<file path="src/rtl/ssd1306_pkg.sv">
// Shared constants for the SSD1306 SPI receiver: opcodes, addressing modes,
// decoder states and the opcode parameter-count lookup.
package ssd1306_pkg;

    localparam logic [7:0] OP_DISPLAY_OFF = 8'hAE;
    localparam logic [7:0] OP_DISPLAY_ON  = 8'hAF;
    localparam logic [7:0] OP_CONTRAST    = 8'h81;
    localparam logic [7:0] OP_ADDR_MODE   = 8'h20;
    localparam logic [7:0] OP_COL_ADDR    = 8'h21;
    localparam logic [7:0] OP_PAGE_ADDR   = 8'h22;
    localparam logic [7:0] OP_MUX_RATIO   = 8'hA8;
    localparam logic [7:0] OP_DISP_OFFSET = 8'hD3;
    localparam logic [7:0] OP_CLK_DIV     = 8'hD5;
    localparam logic [7:0] OP_PRECHARGE   = 8'hD9;
    localparam logic [7:0] OP_VCOMH       = 8'hDB;
    localparam logic [7:0] OP_CHARGE_PUMP = 8'h8D;

    localparam logic [1:0] MODE_HORIZONTAL = 2'd0;
    localparam logic [1:0] MODE_VERTICAL   = 2'd1;
    localparam logic [1:0] MODE_PAGE       = 2'd2;

    localparam logic [7:0] CONTRAST_RESET = 8'h7F;

    typedef enum logic [1:0] {
        IDLE   = 2'd0,
        PARAM1 = 2'd1,
        PARAM2 = 2'd2
    } dec_state_e;

    function automatic logic [1:0] param_count(input logic [7:0] opcode);
        case (opcode)
            OP_CONTRAST, OP_ADDR_MODE, OP_MUX_RATIO, OP_DISP_OFFSET,
            OP_CLK_DIV, OP_PRECHARGE, OP_VCOMH, OP_CHARGE_PUMP: param_count = 2'd1;
            OP_COL_ADDR, OP_PAGE_ADDR:                          param_count = 2'd2;
            default:                                            param_count = 2'd0;
        endcase
    endfunction

endpackage

</file>
<file path="src/rtl/ssd1306_spi_receiver_byte_rx.sv">
// Synchronizes the io_* pins, detects SCLK/CS edges and assembles SPI bytes MSB first.
// Outputs are combinational from registered state and valid in the edge-detect cycle.
module spi_byte_rx #(
    parameter int SYNC_STAGES = 2
) (
    input  logic       clk,
    input  logic       rst_n,
    input  logic       io_sclk,
    input  logic       io_sdin,
    input  logic       io_cs,
    input  logic       io_dc,
    input  logic       io_reset,
    output logic       disp_rst_n,
    output logic       byte_valid,
    output logic [7:0] byte_data,
    output logic       byte_dc,
    output logic       byte_err
);

    // Bit order {reset, dc, cs, sdin, sclk}; idle levels keep the link quiet after reset.
    localparam logic [4:0] SYNC_RESET = 5'b10100;

    logic [4:0] sync_q [SYNC_STAGES];
    logic [4:0] sync_d [SYNC_STAGES];
    logic       sclk_prev_q, sclk_prev_d;
    logic       cs_prev_q, cs_prev_d;
    logic [2:0] bit_cnt_q, bit_cnt_d;
    logic [6:0] shift_q, shift_d;

    logic s_sclk, s_sdin, s_cs, s_dc, s_reset;
    logic sclk_rise, cs_rise;

    assign s_sclk  = sync_q[SYNC_STAGES-1][0];
    assign s_sdin  = sync_q[SYNC_STAGES-1][1];
    assign s_cs    = sync_q[SYNC_STAGES-1][2];
    assign s_dc    = sync_q[SYNC_STAGES-1][3];
    assign s_reset = sync_q[SYNC_STAGES-1][4];

    assign disp_rst_n = s_reset;

    always_comb begin
        sync_d[0] = {io_reset, io_dc, io_cs, io_sdin, io_sclk};
        for (int i = 1; i < SYNC_STAGES; i++) begin
            sync_d[i] = sync_q[i-1];
        end
    end

    always_comb begin
        sclk_prev_d = s_sclk;
        cs_prev_d   = s_cs;
        bit_cnt_d   = bit_cnt_q;
        shift_d     = shift_q;
        sclk_rise   = s_sclk & ~sclk_prev_q;
        cs_rise     = s_cs & ~cs_prev_q;
        byte_valid  = 1'b0;
        byte_err    = 1'b0;
        byte_data   = {shift_q, s_sdin};
        byte_dc     = s_dc;

        // A held display reset clears the counter, so a partial byte dies silently.
        if (!s_reset) begin
            bit_cnt_d = 3'd0;
            shift_d   = 7'd0;
        end else if (s_cs) begin
            bit_cnt_d = 3'd0;
            byte_err  = cs_rise && (bit_cnt_q != 3'd0);
        end else if (sclk_rise) begin
            shift_d    = {shift_q[5:0], s_sdin};
            bit_cnt_d  = bit_cnt_q + 3'd1;
            byte_valid = (bit_cnt_q == 3'd7);
        end
    end

    always_ff @(posedge clk or negedge rst_n) begin
        if (!rst_n) begin
            for (int i = 0; i < SYNC_STAGES; i++) begin
                sync_q[i] <= SYNC_RESET;
            end
            sclk_prev_q <= 1'b0;
            cs_prev_q   <= 1'b1;
            bit_cnt_q   <= 3'd0;
            shift_q     <= 7'd0;
        end else begin
            sync_q      <= sync_d;
            sclk_prev_q <= sclk_prev_d;
            cs_prev_q   <= cs_prev_d;
            bit_cnt_q   <= bit_cnt_d;
            shift_q     <= shift_d;
        end
    end

endmodule

</file>
<file path="src/rtl/ssd1306_spi_receiver.sv">
// SSD1306 SPI slave: decodes commands into configuration state and turns data bytes
// into framebuffer writes. Define SSD1306_RX_FRAME_CNT_EN to add the frame_count output.
module ssd1306_spi_receiver
    import ssd1306_pkg::*;
#(
    parameter int SYNC_STAGES = 2
) (
    input  logic        clk,
    input  logic        rst_n,
    input  logic        io_sclk,
    input  logic        io_sdin,
    input  logic        io_cs,
    input  logic        io_dc,
    input  logic        io_reset,
    output logic        fb_we,
    output logic [9:0]  fb_addr,
    output logic [7:0]  fb_wdata,
    output logic        display_on,
    output logic [7:0]  contrast,
    output logic [1:0]  addr_mode,
`ifdef SSD1306_RX_FRAME_CNT_EN
    output logic [15:0] frame_count,
`endif
    output logic        byte_err
);

    logic       disp_rst_n, rx_valid, rx_dc, rx_err;
    logic [7:0] rx_data;

    spi_byte_rx #(.SYNC_STAGES(SYNC_STAGES)) u_rx (
        .clk        (clk),
        .rst_n      (rst_n),
        .io_sclk    (io_sclk),
        .io_sdin    (io_sdin),
        .io_cs      (io_cs),
        .io_dc      (io_dc),
        .io_reset   (io_reset),
        .disp_rst_n (disp_rst_n),
        .byte_valid (rx_valid),
        .byte_data  (rx_data),
        .byte_dc    (rx_dc),
        .byte_err   (rx_err)
    );

    dec_state_e state_q, state_d;
    logic [7:0] opcode_q, opcode_d;
    logic       display_on_q, display_on_d;
    logic [7:0] contrast_q, contrast_d;
    logic [1:0] addr_mode_q, addr_mode_d;
    logic [6:0] col_start_q, col_start_d, col_end_q, col_end_d, col_q, col_d;
    logic [2:0] page_start_q, page_start_d, page_end_q, page_end_d, page_q, page_d;
    logic       fb_we_q, fb_we_d;
    logic [9:0] fb_addr_q, fb_addr_d;
    logic [7:0] fb_wdata_q, fb_wdata_d;
    logic       byte_err_q, byte_err_d;
    logic       col_at_end, page_at_end;
`ifdef SSD1306_RX_FRAME_CNT_EN
    logic [15:0] frame_count_q, frame_count_d;
`endif

    always_comb begin
        state_d      = state_q;
        opcode_d     = opcode_q;
        display_on_d = display_on_q;
        contrast_d   = contrast_q;
        addr_mode_d  = addr_mode_q;
        col_start_d  = col_start_q;
        col_end_d    = col_end_q;
        page_start_d = page_start_q;
        page_end_d   = page_end_q;
        col_d        = col_q;
        page_d       = page_q;
        fb_we_d      = 1'b0;
        fb_addr_d    = fb_addr_q;
        fb_wdata_d   = fb_wdata_q;
        byte_err_d   = rx_err;
        col_at_end   = (col_q == col_end_q);
        page_at_end  = (page_q == page_end_q);
`ifdef SSD1306_RX_FRAME_CNT_EN
        frame_count_d = frame_count_q;
`endif

        if (rx_valid && rx_dc) begin
            state_d    = IDLE;
            fb_we_d    = 1'b1;
            fb_addr_d  = {page_q, col_q};
            fb_wdata_d = rx_data;
            // Only vertical mode walks pages first; every other mode behaves horizontally.
            if (addr_mode_q == MODE_VERTICAL) begin
                if (page_at_end) begin
                    page_d = page_start_q;
                    col_d  = col_at_end ? col_start_q : col_q + 7'd1;
                end else begin
                    page_d = page_q + 3'd1;
                end
            end else begin
                if (col_at_end) begin
                    col_d  = col_start_q;
                    page_d = page_at_end ? page_start_q : page_q + 3'd1;
                end else begin
                    col_d = col_q + 7'd1;
                end
            end
`ifdef SSD1306_RX_FRAME_CNT_EN
            if (col_at_end && page_at_end) begin
                frame_count_d = frame_count_q + 16'd1;
            end
`endif
        end else if (rx_valid) begin
            case (state_q)
                IDLE: begin
                    opcode_d = rx_data;
                    if (param_count(rx_data) != 2'd0) begin
                        state_d = PARAM1;
                    end else if (rx_data == OP_DISPLAY_OFF) begin
                        display_on_d = 1'b0;
                    end else if (rx_data == OP_DISPLAY_ON) begin
                        display_on_d = 1'b1;
                    end
                end
                PARAM1: begin
                    case (opcode_q)
                        OP_CONTRAST:  contrast_d   = rx_data;
                        OP_ADDR_MODE: addr_mode_d  = (rx_data[1:0] == MODE_PAGE) ? MODE_HORIZONTAL : rx_data[1:0];
                        OP_COL_ADDR:  col_start_d  = rx_data[6:0];
                        OP_PAGE_ADDR: page_start_d = rx_data[2:0];
                        default: ;
                    endcase
                    state_d = (param_count(opcode_q) == 2'd2) ? PARAM2 : IDLE;
                end
                PARAM2: begin
                    if (opcode_q == OP_COL_ADDR) begin
                        col_end_d = rx_data[6:0];
                        col_d     = col_start_q;
                    end else if (opcode_q == OP_PAGE_ADDR) begin
                        page_end_d = rx_data[2:0];
                        page_d     = page_start_q;
                    end
                    state_d = IDLE;
                end
                default: state_d = IDLE;
            endcase
        end

        if (!disp_rst_n) begin
            state_d      = IDLE;
            opcode_d     = 8'd0;
            display_on_d = 1'b0;
            contrast_d   = CONTRAST_RESET;
            addr_mode_d  = MODE_HORIZONTAL;
            col_start_d  = 7'd0;
            col_end_d    = 7'd127;
            page_start_d = 3'd0;
            page_end_d   = 3'd7;
            col_d        = 7'd0;
            page_d       = 3'd0;
            fb_we_d      = 1'b0;
            fb_addr_d    = 10'd0;
            fb_wdata_d   = 8'd0;
            byte_err_d   = 1'b0;
`ifdef SSD1306_RX_FRAME_CNT_EN
            frame_count_d = 16'd0;
`endif
        end
    end

    always_ff @(posedge clk or negedge rst_n) begin
        if (!rst_n) begin
            state_q      <= IDLE;
            opcode_q     <= 8'd0;
            display_on_q <= 1'b0;
            contrast_q   <= CONTRAST_RESET;
            addr_mode_q  <= MODE_HORIZONTAL;
            col_start_q  <= 7'd0;
            col_end_q    <= 7'd127;
            page_start_q <= 3'd0;
            page_end_q   <= 3'd7;
            col_q        <= 7'd0;
            page_q       <= 3'd0;
            fb_we_q      <= 1'b0;
            fb_addr_q    <= 10'd0;
            fb_wdata_q   <= 8'd0;
            byte_err_q   <= 1'b0;
`ifdef SSD1306_RX_FRAME_CNT_EN
            frame_count_q <= 16'd0;
`endif
        end else begin
            state_q      <= state_d;
            opcode_q     <= opcode_d;
            display_on_q <= display_on_d;
            contrast_q   <= contrast_d;
            addr_mode_q  <= addr_mode_d;
            col_start_q  <= col_start_d;
            col_end_q    <= col_end_d;
            page_start_q <= page_start_d;
            page_end_q   <= page_end_d;
            col_q        <= col_d;
            page_q       <= page_d;
            fb_we_q      <= fb_we_d;
            fb_addr_q    <= fb_addr_d;
            fb_wdata_q   <= fb_wdata_d;
            byte_err_q   <= byte_err_d;
`ifdef SSD1306_RX_FRAME_CNT_EN
            frame_count_q <= frame_count_d;
`endif
        end
    end

    assign fb_we      = fb_we_q;
    assign fb_addr    = fb_addr_q;
    assign fb_wdata   = fb_wdata_q;
    assign display_on = display_on_q;
    assign contrast   = contrast_q;
    assign addr_mode  = addr_mode_q;
    assign byte_err   = byte_err_q;
`ifdef SSD1306_RX_FRAME_CNT_EN
    assign frame_count = frame_count_q;
`endif

endmodule
</file>
<file path="config.mk">
export PLATFORM = sky130hd
export DESIGN_NAME = ssd1306_spi_receiver
export DESIGN_NICKNAME = d
export VERILOG_FILES = /design/src/rtl/ssd1306_pkg.sv /design/src/rtl/ssd1306_spi_receiver_byte_rx.sv /design/src/rtl/ssd1306_spi_receiver.sv
export SDC_FILE = /design/constraint.sdc
export NUM_CORES = 1
export LEC_CHECK = 0
export CAP_MARGIN = 20
export CORE_MARGIN = 1
export CORE_UTILIZATION = 47
export CTS_CLUSTER_SIZE = 16
export DETAILED_ROUTE_END_ITERATION = 10
export MAX_ROUTING_LAYER = met4
export PLACE_DENSITY = 0.68
export SKIP_LAST_GASP = 1
export SLEW_MARGIN = 10
export SYNTH_ARGS = -nofsm -noshare
export SYNTH_HDL_FRONTEND = slang
export SYNTH_SLANG_ARGS = --single-unit
</file>
<file path="constraint.sdc">
create_clock -name clk -period 4.05 [get_ports clk]
set_input_delay 0.81 -clock clk [delete_from_list [all_inputs] [get_ports clk]]
set_output_delay 0.81 -clock clk [all_outputs]
set_load 0.03 [all_outputs]
</file>
==> results of run 1 <==
[worst register-to-register path: stages, from the launching register on]
cell and delay, ns:
dfrtp_1 0.39, ha_1 0.17, ha_1 0.17, nand4bb_1 0.40
nor2_2 0.21, buf_4 0.32, o41a_1 0.71, a22o_1 0.29
mux2_2 0.34
[state kept, by name (all words and copies together) (netlist names), 2 cells and up]
register and flops:
col_q 7, contrast 8, u_rx.sync_d 5, page_end_q 3, page_start_q 3, u_rx.bit_cnt_q 3
fb_addr 10, col_end_q 7, col_start_q 7, fb_wdata 8, page_q 3, state_q 2
u_rx.shift_q 7, addr_mode 2, opcode_q 8
[synthesized netlist by cell type (2+ instances only)]
master      n  share of area, %
a211oi_1    2              0.35
a21oi_1     7              0.82
a311oi_1    2              0.41
a31oi_1     2              0.29
and2_1      8               1.2
and3_1      2              0.29
buf_2       2              0.23
clkbuf_1   22               1.9
dfrtp_1    71                41
dfstp_2    22                13
ha_1        5               1.5
inv_1       7              0.61
mux2_2     39                10
mux2i_1    16               3.7
nand2_1    50               4.4
nand2b_1   12               1.7
nand3_1     6              0.70
nand3b_1    2              0.35
nand4_1     3              0.44
nand4bb_1   2              0.52
nor2_1     22               1.9
nor2b_1     6              0.87
nor3_1      4              0.47
nor3b_1     2              0.35
o211ai_1    3              0.52
o21ai_0    26               3.0
o21ai_1     2              0.23
o221ai_1    3              0.61
o22ai_1     2              0.29
o2bb2ai_1   2              0.41
o31ai_1     2              0.35
xnor2_1     9               1.8
xor2_1      4              0.82
[worst max-delay path by stage]
stage	endpoint	depth (start not counted)
global route	page_q[1]	8
CTS	page_q[1]	8
floorplan	col_start_q[0]	5
global placement	page_q[1]	8
detailed placement	page_q[1]	8
finish	page_q[1]	8
[layout make-up]
class / count / area [µm²] / area share [%]
Multi-Input combinational cell: 261 / 1820 / 36.6
Timing Repair Buffer: 42 / 407 / 8.20
Inverter: 7 / 26.3 / 0.530
Clock buffer: 12 / 145 / 2.93
Tap cell: 108 / 135 / 2.73
Clock inverter: 4 / 72.6 / 1.46
Sequential cell: 93 / 2350 / 47.5
[power groups by stage]
stage / combinational (µW) / sequential (µW) / clock, µW
after floorplan: 84.8 / 1040 / 0
after global placement: 155 / 1030 / 0
after detailed placement: 158 / 1030 / 0
after CTS: 158 / 1010 / 698
after global routing: 171 / 1020 / 732
final: 157 / 1010 / 680
[per-stage QoR]
stage	util (%)	cells	instance area, µm²	power, µW	setup slack [ns]
2_1_floorplan	-	386	4290	1120	1.92
3_3_place_gp	54.0	510	4730	1180	1.06
3_5_place_dp	54.0	510	4730	1190	0.967
4_1_cts	56.5	526	4950	1870	0.952
5_1_grt	56.6	527	4960	1920	0.817
6_report	56.6	527	4960	1850	0.947
[cells in the final DEF, fill, tap and decap left out, drive strengths merged, types with 8 or more instances in the layout]
cell,netlist,routed
and2,8,8
o21ai,29,29
nand2,51,51
dfrtp,71,71
xnor2,9,9
mux2,39,39
clkbuf,22,12
mux2i,16,16
nand2b,12,12
clkdlybuf4s50,0,36
nor2,22,22
dfstp,22,22
[layer usage]
metal	part of all wire [%]	track usage, %
met4	1.4	7.01
met3	4.5	4.32
met1	46	27.6
met2	48	31.5
met5	0	-
[kinds of logic (layout without fill, tap and decap cells)]
logic type	count (synthesis)	after routing	share of synthesized area, %
fa+ha+maj	5	5	1.46
flops	93	93	54.9
buf+inv	32	65	2.86
mux	55	55	14.0
simple gates	126	126	14.7
compound gates	62	62	9.53
xor+xnor	13	13	2.65
==> flow_summary.yaml, run 1 <==
run_status:
  outcome: "finished clean"
setup_path:
  cp_max_fo: 38
  critPathBufInv: 1
  crit_required_ns: 4.30
  cpMostUsedCell: "ha_1"
  critPathLaunchType: "flop"
  worstReg2RegStart: "u_rx.bit_cnt_q[0]"
  cp_top_family: "compound AO/OA/AOI/OAI gates"
  critical_path.startpoint: "u_rx.bit_cnt_q[0]"
  setup.worst_path.class: "reg2reg"
  ff2ff_setup_slack_ns: 0.95
  slowest_stage: "o41a_1"
  worstPathCellList: "ha_1 > ha_1 > nand4bb_1 > nor2_2 > buf_4 > o41a_1 > a22o_1 > mux2_2"
  max_stage_delay_ns: 0.70
  rr_worst_depth: 8
  worstPathArrival_ns: 3.35
  endpoint_kind: "flop"
  r2r_end: "page_q[1]"
timing:
  drv_slew: 0
  layout_min_cycle_time_ns: 3.10
  slew_headroom_pct: 23.6
  layout_worst_path_cycle_share_pct: 76.6
  fin_skew_ns: 0.0112
  worst_hold_slack_ns: 0.351
  tightest_slew_ns: 1.13
  rsz0062_at_grt: "false"
  setup_viol: 0
  clock.fmax_ghz: 0.322
  tns_ns: 0
  hold_violations: 0
drt:
  drt_iter0_drc: 163
  via_per_inst: 5.62
  dr.pass1.iters: 5
  drt-wirelength-per-cell_um: 17.2
  ant_nets: 0
  via_count: 2962
  drc: 0
  routed_wirelength_mm: 9.06
clock_network:
  cts_resized: 0
  cts.sinks: 93
  path_clk_slew_ns: 0.09
  ctsHoldBuffers: 0
  clockBufferDepth: 2
  cts-root-buf: "clkbuf_8"
  worst_skew_pair.late_latency_ns: 0.36
  cts_buffers: 9
  htreeDepth: 3
  postCtsSetupBuffers: 0
  tritoncts: "yes"
pwr:
  p_leak_uw: 0.00207
  ir_drop_uv: 213
  p_seq_share_pct: 54.7
  power.internal_uw: 1420
  swShare_pct: 23.5
  power_density_nw_per_um2: 373
  pwr-share-comb_pct: 8.5
  pwr-share-clk_pct: 36.8
  switchingPower_uw: 434
finish:
  nFillCells: 769
  n_antenna_cell: 0
  layout.nets: 426
  drive_gt1_share_pct: 21.0
  area_delta_synth_final_pct: 15.5
grt:
  grt_pass1_vias: 2881
  grt_pass1_wl_mm: 15.0
  grt_overflow: 0
  grt_usage_pct: 20.7
  antenna_found_initial: 0
  grt_max_degree: 90
synthesis:
  synth_edf_count: 0
  yosysUniqueCellTypes: 50
  synthFlopType: "dfrtp_1"
  async_reset_ff_share_pct: 100
  synth.ff_latch_count: 93
  seq_area_frac_synth_pct: 54.9
  synthCells: 386
  ys_warn_count: 0
  netlist_area_um2: 4290
  syn-num-nets: 398
  avgSynthCellArea_um2: 11.1
placement:
  dp_hpwl_mm: 6.09
  io_buffers: 37
  place_congestion: 0.836
die:
  fp.coreArea_um2: 8760
  io_pins: 38
  die_area_um2: 9520
  start_util_pct: 49.0
  placementRows: 34
  dieWidth_um: 97.6
  die_h_um: 97.6
worst_hold_path:
  min_path_type: "reg2reg"
  min_to: "u_rx.byte_data[0]"
  holdPathStages: 0
  hp-start: "u_rx.sync_d[1]"
flow_run:
  maxCapViolCount: 0
Note: power is estimated with default switching activity, not from simulation.
==> run 2, diff against run 1 <==
Clock period 4.05 ns to 3 ns, I/O delays scaled along.
==> flow_summary.yaml, run 2 (synthesized netlist as in run 1, its figures left out) <==
setup_path:
  crit_required_ns: 3.25
  critPathLaunchType: "flop"
  ff2ff_setup_slack_ns: 0.57
  endpoint_kind: "flop"
  cp_max_fo: 8
  setup.worst_path.class: "reg2reg"
  worstPathArrival_ns: 2.68
timing:
  fin_skew_ns: 0.0114
  rsz0062_at_grt: "false"
  drv_slew: 0
  clock.fmax_ghz: 0.411
  tns_ns: 0
  tightest_slew_ns: 0.812
  layout_min_cycle_time_ns: 2.43
  setup_viol: 0
  hold_violations: 0
  worst_hold_slack_ns: 0.230
  layout_worst_path_cycle_share_pct: 81.1
  slew_headroom_pct: 45.8
clock_network:
  cts-root-buf: "clkbuf_8"
  ctsHoldBuffers: 0
  path_clk_slew_ns: 0.09
  postCtsSetupBuffers: 0
  cts_buffers: 9
  clockBufferDepth: 2
  worst_skew_pair.late_latency_ns: 0.35
  tritoncts: "yes"
  htreeDepth: 3
  cts_resized: 0
  cts.sinks: 93
placement:
  place_congestion: 0.819
  dp_hpwl_mm: 6.28
  io_buffers: 37
drt:
  via_count: 2913
  ant_nets: 0
  drt-wirelength-per-cell_um: 16.6
  drt_iter0_drc: 99
  drc: 0
  routed_wirelength_mm: 8.82
  via_per_inst: 5.48
  dr.pass1.iters: 5
pwr:
  swShare_pct: 24.7
  ir_drop_uv: 235
  finalPower_uw: 2380
  p_leak_uw: 0.00209
  pwr-share-clk_pct: 33.6
  p_seq_share_pct: 57.2
  power.internal_uw: 1790
  pwr-share-comb_pct: 9.2
  power_density_nw_per_um2: 478
  switchingPower_uw: 588
finish:
  fin_util_pct: 56.9
  layout.nets: 431
  n_antenna_cell: 0
  largest_reg_flops: 10
  nFillCells: 773
  final_common_cell: "dfrtp_1"
  layout_common_cells: "71 x dfrtp_1, 50 x nand2_1, 39 x mux2_2"
  area_delta_synth_final_pct: 16.2
  drive_gt1_share_pct: 22.4
die:
  die_area_um2: 9520
  fp.coreArea_um2: 8760
  io_pins: 38
  placementRows: 34
  start_util_pct: 49.0
  die_h_um: 97.6
  dieWidth_um: 97.6
grt:
  grt_usage_pct: 20.8
  antenna_found_initial: 0
  grt_pass1_vias: 2863
  grt_overflow: 0
  grt_pass1_wl_mm: 14.9
  grt_max_degree: 45
run_status:
  outcome: "finished clean"
worst_hold_path:
  min_path_type: "in2async"
flow_run:
  maxCapViolCount: 0
==> run 2: changes by cell type in the layout (fill, tap and decap cells not counted), moves of 2 or more <==
cell        delta
clkinvlp_4     +2
bufinv_16      -2
clkbuf_8       +2
buf_4          +6
clkbuf_1       -2
==> run 2: final cells by class <==
type | instances | area [µm²] | area share [%]
Multi-Input combinational cell | 261 | 1820 | 36.4
Tap cell | 108 | 135 | 2.71
Inverter | 7 | 26.3 | 0.527
Clock inverter | 4 | 31.3 | 0.628
Clock buffer | 12 | 165 | 3.31
Timing Repair Buffer | 47 | 455 | 9.14
Sequential cell | 93 | 2350 | 47.2
==> run 2: path summary, 6_finish.rpt <==
kind | from | to | cells past startpoint
worst min-delay path | rst_n | fb_wdata[6] | 1
worst min register to register | u_rx.sync_d[1] | u_rx.byte_data[0] | 0
max in group asynchronous | rst_n | u_rx.cs_prev_q | 2
worst max register to register | u_rx.bit_cnt_q[0] | page_q[1] | 7
min in group clk | u_rx.sync_d[1] | u_rx.byte_data[0] | 0
worst max-delay path | u_rx.bit_cnt_q[0] | page_q[1] | 7
==> run 2: stage by stage <==
step	setup slack [ns]	cell area, µm²	cells
3_5_place_dp	0.568	4790	516
4_1_cts	0.573	4980	532
2_1_floorplan	0.868	4290	386
5_1_grt	0.405	4980	532
6_report	0.567	4980	532
3_3_place_gp	0.640	4790	516
==> run 2: power by group through the flow <==
| stage | clock [µW] | sequential (µW) | combinational [µW] |
|---|---|---|---|
| 6_report | 801 | 1360 | 219 |
| 3_3_place_gp | 0 | 1380 | 219 |
| 5_1_grt | 881 | 1370 | 242 |
| 2_1_floorplan | 0 | 1400 | 115 |
| 3_5_place_dp | 0 | 1390 | 222 |
| 4_1_cts | 829 | 1360 | 223 |
==> run 2: metal layers <==
layer  vias to the layer above  track usage, %  wire [µm]
met3                         6            3.38        311
met2                        49            31.3       4190
met4                         0            7.35         72
met1                      1448            28.6       4240
met5                         -               -          0
li1                       1410               -          -
==> run 2: critical path, cell delays in order (launching register included) <==
cell       delay (ns)
dfrtp_1          0.40
ha_1             0.17
ha_1             0.16
nand4bb_1        0.35
a311oi_1         0.67
mux2i_1          0.27
nor2_1           0.06
mux2_2           0.25
